[config.mk]
export PLATFORM = sky130hd
export DESIGN_NAME = if_stage
export DESIGN_NICKNAME = d
export VERILOG_FILES = /design/src/rtl/if_stage.sv
export SDC_FILE = /design/constraint.sdc
export NUM_CORES = 1
export LEC_CHECK = 0
export CORE_UTILIZATION = 49
export CTS_CLUSTER_DIAMETER = 120
export DETAILED_ROUTE_END_ITERATION = 10
export PLACE_DENSITY = 0.93
export SLEW_MARGIN = 15
export SYNTH_ARGS = -nofsm -noshare
export SYNTH_HDL_FRONTEND = slang
export SYNTH_SLANG_ARGS = --single-unit
[constraint.sdc]
create_clock -name clk -period 3.2 [get_ports clk]
set_input_delay 0.64 -clock clk [delete_from_list [all_inputs] [get_ports clk]]
set_output_delay 0.64 -clock clk [all_outputs]
set_load 0.02 [all_outputs]
[src/rtl/if_stage.sv]
// Instruction-fetch front end: drives fetch PC, issues aligned pair requests to the
// i-cache, tracks in-flight requests by epoch and delivers registered pairs to decode.
module if_stage #(
    parameter logic [31:0] RESET_PC     = 32'h1c000000,
    parameter int unsigned MAX_INFLIGHT = 2,
    parameter logic [6:0]  EXP_ADEF     = 7'h08
) (
    input  logic        clk,
    input  logic        rstn,
    input  logic        flush,
    input  logic [31:0] flush_target,
    input  logic        set_pc,
    input  logic [31:0] set_pc_target,
    input  logic        id_full,
    output logic [31:0] bp_pc,
    input  logic [31:0] bp_next_pc,
    input  logic        bp_first_jmp,
    output logic        ic_req_valid,
    output logic [31:0] ic_req_addr,
    input  logic        ic_req_ready,
    input  logic        ic_resp_valid,
    input  logic [63:0] ic_resp_data,
    input  logic [6:0]  ic_resp_exception,
    output logic        out_valid,
    output logic [31:0] inst0,
    output logic [31:0] inst1,
    output logic [31:0] pc_out,
    output logic [31:0] pc_next_out,
    output logic        first_inst_jmp,
    output logic [6:0]  exception_out,
    output logic [31:0] badv_out
);
    localparam int unsigned PW = (MAX_INFLIGHT > 1) ? $clog2(MAX_INFLIGHT) : 1;
    localparam int unsigned CW = $clog2(MAX_INFLIGHT + 1);

    typedef struct packed {
        logic [31:0] pc;
        logic [31:0] next;
        logic        first_jmp;
        logic [1:0]  epoch;
        logic        adef;
    } entry_t;

    logic [31:0]   pc_q, pc_d;
    logic [1:0]    epoch_q, epoch_d;
    logic          halt_q, halt_d;
    entry_t        fifo_q [MAX_INFLIGHT];
    entry_t        fifo_d [MAX_INFLIGHT];
    logic [PW-1:0] wr_ptr_q, wr_ptr_d;
    logic [PW-1:0] rd_ptr_q, rd_ptr_d;
    logic [CW-1:0] cnt_q, cnt_d;

    logic          out_valid_q, out_valid_d;
    logic [31:0]   inst0_q, inst0_d;
    logic [31:0]   inst1_q, inst1_d;
    logic [31:0]   pc_out_q, pc_out_d;
    logic [31:0]   pc_next_out_q, pc_next_out_d;
    logic          first_inst_jmp_q, first_inst_jmp_d;
    logic [6:0]    exception_out_q, exception_out_d;
    logic [31:0]   badv_out_q, badv_out_d;

    logic   redirect, has_room, fire, adef_push, push, pop;
    entry_t head, new_entry;

    function automatic logic [PW-1:0] ptr_inc(input logic [PW-1:0] p);
        return (p == PW'(MAX_INFLIGHT - 1)) ? '0 : p + 1'b1;
    endfunction

    assign redirect     = flush | set_pc;
    assign has_room     = cnt_q < CW'(MAX_INFLIGHT);
    assign ic_req_valid = ~id_full & ~redirect & has_room & (pc_q[1:0] == 2'b00);
    assign fire         = ic_req_valid & ic_req_ready;
    // A misaligned PC queues one exception-only entry, then fetch parks until a redirect.
    assign adef_push    = ~id_full & ~redirect & has_room & (pc_q[1:0] != 2'b00) & ~halt_q;
    assign push         = fire | adef_push;
    assign head         = fifo_q[rd_ptr_q];
    assign pop          = (cnt_q != '0) & (head.adef | ic_resp_valid);

    assign bp_pc       = pc_q;
    assign ic_req_addr = {pc_q[31:3], 3'b000};

    always_comb begin
        new_entry.pc        = pc_q;
        new_entry.next      = bp_next_pc;
        new_entry.first_jmp = bp_first_jmp & ~pc_q[2] & ~adef_push;
        new_entry.epoch     = epoch_q;
        new_entry.adef      = adef_push;
    end

    always_comb begin
        pc_d    = pc_q;
        epoch_d = epoch_q;
        halt_d  = halt_q;
        if (flush) begin
            pc_d    = flush_target;
            epoch_d = epoch_q + 2'd1;
            halt_d  = 1'b0;
        end else if (set_pc) begin
            pc_d    = set_pc_target;
            epoch_d = epoch_q + 2'd1;
            halt_d  = 1'b0;
        end else begin
            if (fire) pc_d = bp_next_pc;
            if (adef_push) halt_d = 1'b1;
        end
    end

    always_comb begin
        fifo_d   = fifo_q;
        wr_ptr_d = wr_ptr_q;
        rd_ptr_d = rd_ptr_q;
        if (push) begin
            fifo_d[wr_ptr_q] = new_entry;
            wr_ptr_d         = ptr_inc(wr_ptr_q);
        end
        if (pop) rd_ptr_d = ptr_inc(rd_ptr_q);
        cnt_d = cnt_q + CW'(push) - CW'(pop);
    end

    always_comb begin
        out_valid_d      = 1'b0;
        inst0_d          = inst0_q;
        inst1_d          = inst1_q;
        pc_out_d         = pc_out_q;
        pc_next_out_d    = pc_next_out_q;
        first_inst_jmp_d = first_inst_jmp_q;
        exception_out_d  = exception_out_q;
        badv_out_d       = badv_out_q;
        if (pop) begin
            // Entries from an older epoch, or popping during a redirect, are dropped silently.
            out_valid_d      = (head.epoch == epoch_q) & ~redirect;
            pc_out_d         = head.pc;
            pc_next_out_d    = head.next;
            first_inst_jmp_d = head.first_jmp;
            if (head.adef) begin
                inst0_d         = '0;
                inst1_d         = '0;
                exception_out_d = EXP_ADEF;
                badv_out_d      = head.pc;
            end else begin
                inst0_d         = ic_resp_data[31:0];
                inst1_d         = ic_resp_data[63:32];
                exception_out_d = ic_resp_exception;
                badv_out_d      = (ic_resp_exception != '0) ? {head.pc[31:3], 3'b000} : '0;
            end
        end
    end

    always_ff @(posedge clk) begin
        if (!rstn) begin
            pc_q             <= RESET_PC;
            epoch_q          <= '0;
            halt_q           <= 1'b0;
            wr_ptr_q         <= '0;
            rd_ptr_q         <= '0;
            cnt_q            <= '0;
            for (int unsigned i = 0; i < MAX_INFLIGHT; i++) fifo_q[i] <= '0;
            out_valid_q      <= 1'b0;
            inst0_q          <= '0;
            inst1_q          <= '0;
            pc_out_q         <= '0;
            pc_next_out_q    <= '0;
            first_inst_jmp_q <= 1'b0;
            exception_out_q  <= '0;
            badv_out_q       <= '0;
        end else begin
            pc_q             <= pc_d;
            epoch_q          <= epoch_d;
            halt_q           <= halt_d;
            wr_ptr_q         <= wr_ptr_d;
            rd_ptr_q         <= rd_ptr_d;
            cnt_q            <= cnt_d;
            fifo_q           <= fifo_d;
            out_valid_q      <= out_valid_d;
            inst0_q          <= inst0_d;
            inst1_q          <= inst1_d;
            pc_out_q         <= pc_out_d;
            pc_next_out_q    <= pc_next_out_d;
            first_inst_jmp_q <= first_inst_jmp_d;
            exception_out_q  <= exception_out_d;
            badv_out_q       <= badv_out_d;
        end
    end

    assign out_valid      = out_valid_q;
    assign inst0          = inst0_q;
    assign inst1          = inst1_q;
    assign pc_out         = pc_out_q;
    assign pc_next_out    = pc_next_out_q;
    assign first_inst_jmp = first_inst_jmp_q;
    assign exception_out  = exception_out_q;
    assign badv_out       = badv_out_q;

endmodule

# Word-level counts from Yosys, hierarchy flattened
# Cells that the tools add are included.
[op_classes]
add_sub_neg = 5
bitwise = 21
n_lt_le_gt_ge = 4
reduce_logical = 9
mux = 18
eq_ne = 1
[ops]
columns = ["op", "n"]
rows = [
  ["2-to-1 mux 68 bit", 4],
  ["2-to-1 mux 32 bit", 7],
  ["bitwise mux 136 bit", 1],
  ["demux 68 bit (select 1 bit)", 1],
  ["AND 1 bit", 10],
  ["2-to-1 mux 7 bit", 1],
  ["nonzero test 7 bit", 1],
  ["inverter 1 bit", 6],
  ["nonzero test 2 bit", 3],
  [">= comparator 2 bit (second input constant)", 2],
  ["2-to-1 mux 2 bit", 2],
  ["inverter 1 -> 2 bit", 2],
  ["OR 1 bit", 3],
  ["nonzero test 3 bit", 1],
  ["OR reduction 3 bit", 1],
  ["adder 1 bit (second input constant)", 2],
  ["adder 2 x 1 -> 2 bit", 1],
  ["adder 2 x 1 -> 2 bit (second input constant)", 1],
  ["equality test 2 bit", 1],
  ["zero test 2 bit", 1],
  ["< comparator 2 x 1 -> 1 bit (second input constant)", 1],
  ["< comparator 2 bit (second input constant)", 1],
  ["2-to-1 mux 1 bit", 2],
  ["AND reduction 2 bit", 1],
  ["2 further kinds", 2],
]
[totals]
wordCells = 82
out_inout_bits = 234
input_bits = 175
register_bits = 344

# Depth between registers and ports, before layout
[depth]
depth_word = 9
depth_mapped = 12
ltp_nobuf = 9

# Least setup slack after synthesis
# OpenSTA, ideal clock, no wires.
[synth_path]
path_kind = "register to register"
startpoint = "register rd_ptr_q"
endpoint = "register cnt_q[1]"
stages_incl_launch_ff = 13
t_arrival_ns = 2.423
period_less_slack_ns = 2.501
required_time_ns = 3.122
path_slack_ns = 0.699
setup_time_ns = 0.078
cell_sequence = "dfxtp_1 > buf_2 > mux2_2 > o21ai_2 > inv_2 > buf_2 > buf_2 > ha_1 > inv_1 > ha_1 > xor2_1 > and2_1 > nor3_1"
[synth_between]
elab_chain_len = 7
[synth_lines]
columns = ["item", "line_no", "text"]
rows = [
  ["start: declaration", "50", "logic [PW-1:0] rd_ptr_q, rd_ptr_d;"],
  ["start signal: assignment", "171", "rd_ptr_q <= rd_ptr_d;"],
  ["inverter 1 -> 2 bit (not written as such)", "76", "assign head = fifo_q[rd_ptr_q];"],
  ["2-to-1 mux 68 bit (not written as such) (3 in a row)", "76", ""],
  ["OR 1 bit", "77", "assign pop = (cnt_q != '0) & (head.adef | ic_resp_valid);"],
  ["AND 1 bit", "77", ""],
  ["net pop", "62", "logic redirect, has_room, fire, adef_push, push, pop;"],
  ["subtractor 2 x 1 -> 2 bit", "117", "cnt_d = cnt_q + CW'(push) - CW'(pop);"],
  ["end signal: assignment", "172", "cnt_q <= cnt_d;"],
  ["end: declaration", "51", "logic [CW-1:0] cnt_q, cnt_d;"],
]
# The timed path passes the listed nets, and every way through them passes these cells. The select of a mux whose other input is x is not followed.
# A chain may end at the register's enable or synchronous reset.

# Final worst setup path
[layout_path]
startpoint = "input port id_full"
endpoint = "output port ic_req_valid"
[layout_between]
elab_chain_len = 4
[layout_lines]
columns = ["item", "line_no", "text"]
rows = [
  ["start: declaration", "14", "input logic id_full,"],
  ["inverter 1 bit", "71", "assign ic_req_valid = ~id_full & ~redirect & has_room & (pc_q[1:0] == 2'b00);"],
  ["AND 1 bit (3 in a row)", "71", ""],
  ["end: declaration", "18", "output logic ic_req_valid,"],
]
# No other way between the ends.

==> impl_metrics.json <==
{
  "num_rows": 63,
  "slew_violations": 0,
  "final_core_util": 0.670,
  "p_leak_nw": 7.37,
  "die_w_um": 177,
  "crit_type": "in -> out",
  "hold_viol": 0,
  "grt_pass1_wl_um": 70400,
  "endpoint_kind": "primary output",
  "cts.sinks": 344,
  "switching_share": 0.312,
  "yosys.cell_types.count": 44,
  "drt_iter0_drc": 999,
  "post-route-drc-count": 0,
  "syn_area_um2": 14900,
  "clk_pin_slew_worst_paths_ps": 60,
  "final_cell_mix": "clkdlybuf4s50_1 (401), dfxtp_1 (343), nand2_1 (317)",
  "syn_to_final_growth_pct": 33.8,
  "port-buffer-count": 405,
  "regToRegSetupSlack_ps": 890,
  "ys_seq_area_frac": 0.461,
  "dr.pass1.iters": 5,
  "grt_pass1_vias": 12600,
  "fmax_ghz": 0.367,
  "tritoncts": "built",
  "cts-root-buf": "clkbuf_16",
  "worstPathMaxFanout": 5,
  "cts_buffers": 36,
  "seq_area_um2": 6890,
  "path_delay_family": "simple AND/OR/NAND/NOR gates",
  "num_io_pins": 409,
  "cts_resized": 0,
  "dpl.hpwl_um": 31300,
  "antenna_left": 0,
  "cp.arrival_ps": 2080,
  "gp_congestion": 0.913,
  "layout_commonest_cell": "clkdlybuf4s50_1",
  "p_total_w": 0.0130,
  "drive_gt1_frac": 0.0748,
  "worst_pin_slew_ps": 997,
  "postRouteWirelength_um": 46800,
  "ys_ff_latch": 344,
  "crit_buf_inv": 2,
  "max_stage_delay_ps": 640,
  "worstPathRequired_ps": 2560,
  "max_slew_margin": 0.334,
  "synth_edf_count": 0,
  "power_frac_seq": 0.389,
  "powerDensity_nw_per_um2": 653,
  "grt_start_max_net_pins": 155,
  "dieArea_um2": 31200,
  "grt_overflow": 0,
  "cp-start-kind": "input pin",
  "crit_slowest_cell": "or4_1",
  "ctsHoldBuffers": 0,
  "max_cap_violations": 0,
  "dieHeight_um": 177,
  "min_path_type": "reg -> reg",
  "period_share": 0.851,
  "skew_ps": 18.8,
  "p_sw_w": 0.00407,
  "vdd_ir_drop_max_uv": 517,
  "via_per_inst": 5.79,
  "syn_avg_cell_area_um2": 9.57,
  "cts_setup_buffers": 0,
  "fin_crit_ps": 2720,
  "htree_num_levels": 2,
  "final_nets": 1995,
  "ys_warn_count": 0,
  "antenna_found_initial": 1,
  "holdWs_ps": 454,
  "combPwrFrac": 0.274,
  "p_clk_frac": 0.338,
  "num_antenna_cells": 0,
  "multi_input_area_um2": 7010,
  "clockBufferDepth": 3,
  "n_fill_cell": 2201,
  "clock_latency_ps": 520,
  "status": "finished clean",
  "wl_per_cell_um": 20.9,
  "synth_cells": 1559,
  "setup_violations": 0,
  "rsz0062_at_grt": "false",
  "grtUsageTotal": 0.289,
  "path_cells": "clkdlybuf4s50_1 > or4_1 > nor2_1 > buf_4",
  "synthArstFlopShare": 0,
  "dominantRegCellSynth": "dfxtp_1",
  "fin_setup_tns_ps": 0,
  "start_util": 0.501,
  "via_count": 12900,
  "core_um2": 29800,
  "intPower_w": 0.00897
}
cells by family after synthesis:
logic type               count (synthesis)  synth area share
AO/OA/AOI/OAI                          200             0.123
XOR/XNOR                                 4           0.00235
adder cells (fa/ha/maj)                  2           0.00168
buffers and inverters                  217            0.0734
flip-flops                             344             0.461
multiplexers                           284             0.191
other                                    1          0.000251
AND/OR/NAND/NOR                        507             0.147
power groups by stage:
stage	clock, W	combinational [W]	sequential [W]
after floorplan	0	0.00181	0.00539
after global placement	0	0.00348	0.00513
after detailed placement	0	0.00354	0.00514
after CTS	0.00445	0.00357	0.00506
after global routing	0.00465	0.00375	0.00511
final	0.00440	0.00357	0.00507
synth_stat cells, types with 7 or more instances:
cell	n	area share
nand2_1	318	0.080
a211oi_1	30	0.015
clkbuf_1	118	0.030
nor2_1	36	0.0091
dfxtp_1	344	0.46
o211ai_1	7	0.0035
o221a_2	33	0.025
buf_4	65	0.033
a32o_1	58	0.039
nor2b_1	58	0.024
o2111ai_1	28	0.016
mux2i_1	277	0.19
nand3_1	73	0.024
buf_1	8	0.0020
mux2_2	7	0.0053
o41ai_1	29	0.017
buf_2	18	0.0060
registers in the layout (all words and copies together) (netlist names), 2 cells and up:
name,flops
bp_pc,32
pc_next_out,32
fifo_q,136
epoch_q,2
cnt_q,2
badv_out,32
inst0,32
pc_out,32
exception_out,7
inst1,32
tightest hold or removal path, cell delays in order, from the launching register on:
cell	delay [ps]
dfxtp_1	310
nand2_1	50
mux2i_1	50
metrics by stage:
stage | setup WS (ps) | cells | cell area [um^2]
2_1_floorplan | 699 | 1561 | 14900
3_3_place_gp | 502 | 2170 | 18700
3_5_place_dp | 408 | 2170 | 18700
4_1_cts | 480 | 2236 | 20000
5_1_grt | 436 | 2236 | 20000
6_report | 476 | 2236 | 20000
metal layers:
| metal | global-route usage | up-vias | part of all wire |
|---|---|---|---|
| met2 | 0.486 | 642 | 0.48 |
| met4 | 0.128 | 2 | 0.041 |
| met5 | 0 | - | 0.00030 |
| met1 | 0.353 | 6209 | 0.40 |
| met3 | 0.0642 | 115 | 0.085 |
| li1 | - | 5970 | - |
layout make-up:
class,count,area share
Timing Repair Buffer,430,0.216
Tap cell,390,0.0244
Inverter,6,0.00138
Multi-Input combinational cell,1000,0.351
Clock buffer,54,0.0521
Sequential cell,344,0.345
Clock inverter,12,0.00990
worst paths after layout:
| check | end | depth (start not counted) | startpoint |
|---|---|---|---|
| worst max register to register | cnt_q[1]$_SDFF_PN0_ | 9 | rd_ptr_q$_SDFFE_PN0P_ |
| worst max-delay path | ic_req_valid | 4 | id_full |
| worst min register to register | fifo_q[135]$_SDFFE_PN0P_ | 2 | fifo_q[135]$_SDFFE_PN0P_ |
| worst min-delay path | fifo_q[135]$_SDFFE_PN0P_ | 2 | fifo_q[135]$_SDFFE_PN0P_ |
Note: power is estimated with default switching activity, not from simulation.
==> patch (same settings) <==
The parameter `MAX_INFLIGHT` goes from 2 to 4.
--- a/src/rtl/if_stage.sv
+++ b/src/rtl/if_stage.sv
@@ -2,7 +2,7 @@
 // i-cache, tracks in-flight requests by epoch and delivers registered pairs to decode.
 module if_stage #(
     parameter logic [31:0] RESET_PC     = 32'h1c000000,
-    parameter int unsigned MAX_INFLIGHT = 2,
+    parameter int unsigned MAX_INFLIGHT = 4,
     parameter logic [6:0]  EXP_ADEF     = 7'h08
 ) (
     input  logic        clk,
Behaviour: not the same (Yosys sat finds a counterexample within 4 cycles, from zero or initial values and one cycle with rstn low).
==> patch against the unedited design <==
Sequential cell count rose by 139. Total power rose by 23%. Setup slack got worse by 0.27 ns. Maximum frequency fell by 9.0%. Synthesized area rose by 35%. Worst hold slack got worse by 0.0028 ns. Cell area rose by 28%. Wire length rose by 51%. Highest routed layer is now met4.
==> patch: results <==
metrics = {
    "drt": {
        "drt_first_pass_iters": 8,
        "viasPerCell": 6.128,
        "wire_per_inst_um": 22.06,
        "drt_iter0_markers": 2737,
    },
    "worst_setup_path": {
        "critPathMaxFanout": 4,
        "cp-startpoint": "cnt_q[2]$_SDFF_PN0_",
        "critPathArrivalTime_ns": 2.35,
        "regToRegStartpoint": "bp_pc[1]$_SDFFE_PN0P_",
        "cpPeakStageDelay_ns": 0.55,
    },
    "placed_design": {
        "dp_hpwl_um": 45520,
        "gp_congestion": 0.9026,
        "placement.setup.worst_slack_ns": -0.1190,
    },
    "clock_network": {
        "numCtsBuffers": 48,
    },
    "grt": {
        "grt_pass1_vias": 19300,
        "antenna_found_initial": 2,
        "grt_max_degree": 160,
        "grt_use_met3_pct": 8.336,
        "grt_use_total_pct": 32.53,
        "met2_usage_pct": 52.81,
    },
    "status": {
        "status": "complete, no violations",
    },
    "sta": {
        "finClkSkew_ns": 0.02258,
        "tightest_slew_ns": 1.153,
    },
    "power": {
        "leakage_nw": 8.430,
        "p_sw_share_pct": 31.70,
        "ir_drop_v": 0.0006268,
    },
    "finish": {
        "layout-drive-gt1-share_pct": 8.230,
        "nets": 2819,
        "largest_reg_flops": 272,
    },
    "min_path": {
        "hold_start": "fifo_q[81]$_SDFFE_PN0P_",
    },
    "logic_synthesis": {
        "seq_area_frac_synth_pct": 47.99,
        "synthTopCellsByArea": "dfxtp_1 48%, nand2_1 13%, a21oi_1 11%, mux4_2 7.6%, o21ai_0 4.4%",
    },
}
patch: cell types whose count changed after synthesis, moves of 58 or more:
| cell | delta |
|---|---|
| o21ai_0 | +173 |
| nand4_1 | +70 |
| a21oi_1 | +433 |
| dfxtp_1 | +139 |
| mux4_2 | +68 |
| nand2_1 | +355 |
| mux2i_1 | -242 |
| nor2b_1 | -58 |
patch: per-stage QoR:
| step | hold WS, ns | util, % | cells | setup TNS [ns] | instance area [um^2] |
|---|---|---|---|---|---|
| 2_1_floorplan | 0.4331 | - | 2421 | 0 | 20160 |
| 3_3_place_gp | 0.4376 | 59.65 | 3111 | -0.03279 | 23970 |
| 3_5_place_dp | 0.4439 | 59.65 | 3111 | -0.1190 | 23970 |
| 4_1_cts | 0.4524 | 63.64 | 3198 | 0 | 25580 |
| 5_1_grt | 0.4717 | 63.67 | 3200 | 0 | 25590 |
| 6_report | 0.4514 | 63.67 | 3200 | 0 | 25590 |
patch: routing by layer:
| layer | wire [um] | share of wire [%] |
|---|---|---|
| met5 | 0 | 0 |
| met2 | 32730 | 46 |
| met3 | 8523 | 12 |
| met4 | 4770 | 6.8 |
| met1 | 24560 | 35 |
patch: logic make-up after synthesis:
logic type               Yosys count  synth area share [%]
AO/OA/AOI/OAI                    662                 17.01
XOR/XNOR                           5                0.2174
adder cells (fa/ha/maj)            8                0.5340
buffers and inverters            299                 7.184
flip-flops                       483                 47.99
multiplexers                     105                 9.450
other                              1               0.01861
AND/OR/NAND/NOR                  856                 17.60
patch: final timing paths:
| path | endpoint | slack (ns) | cells past startpoint |
|---|---|---|---|
| setup / recovery | ic_req_valid | 0.21 | 4 |
| hold / removal | fifo_q[81]$_SDFFE_PN0P_ | 0.45 | 2 |
| setup reg to reg | cnt_q[2]$_SDFF_PN0_ | 0.35 | 10 |
| hold reg to reg | fifo_q[81]$_SDFFE_PN0P_ | 0.45 | 2 |
patch: power groups by stage:
| stage | Clock, mW | Sequential (mW) | Combinational (mW) |
|---|---|---|---|
| 2_1_floorplan | 0 | 6.88 | 2.05 |
| 3_5_place_dp | 0 | 6.71 | 3.66 |
| 6_report | 5.73 | 6.59 | 3.74 |
| 4_1_cts | 5.78 | 6.58 | 3.68 |
| 3_3_place_gp | 0 | 6.69 | 3.59 |
| 5_1_grt | 6.00 | 6.62 | 3.94 |
patch: cell type report:
type	count	area, um^2	area share (%)
Antenna cell	2	5.005	0.01956
Clock buffer	74	1470	5.745
Clock inverter	13	136.4	0.5330
Inverter	7	33.78	0.1320
Multi-Input combinational cell	1639	9101	35.57
Sequential cell	483	9677	37.82
Tap cell	525	656.9	2.567
Timing Repair Buffer	457	4509	17.62
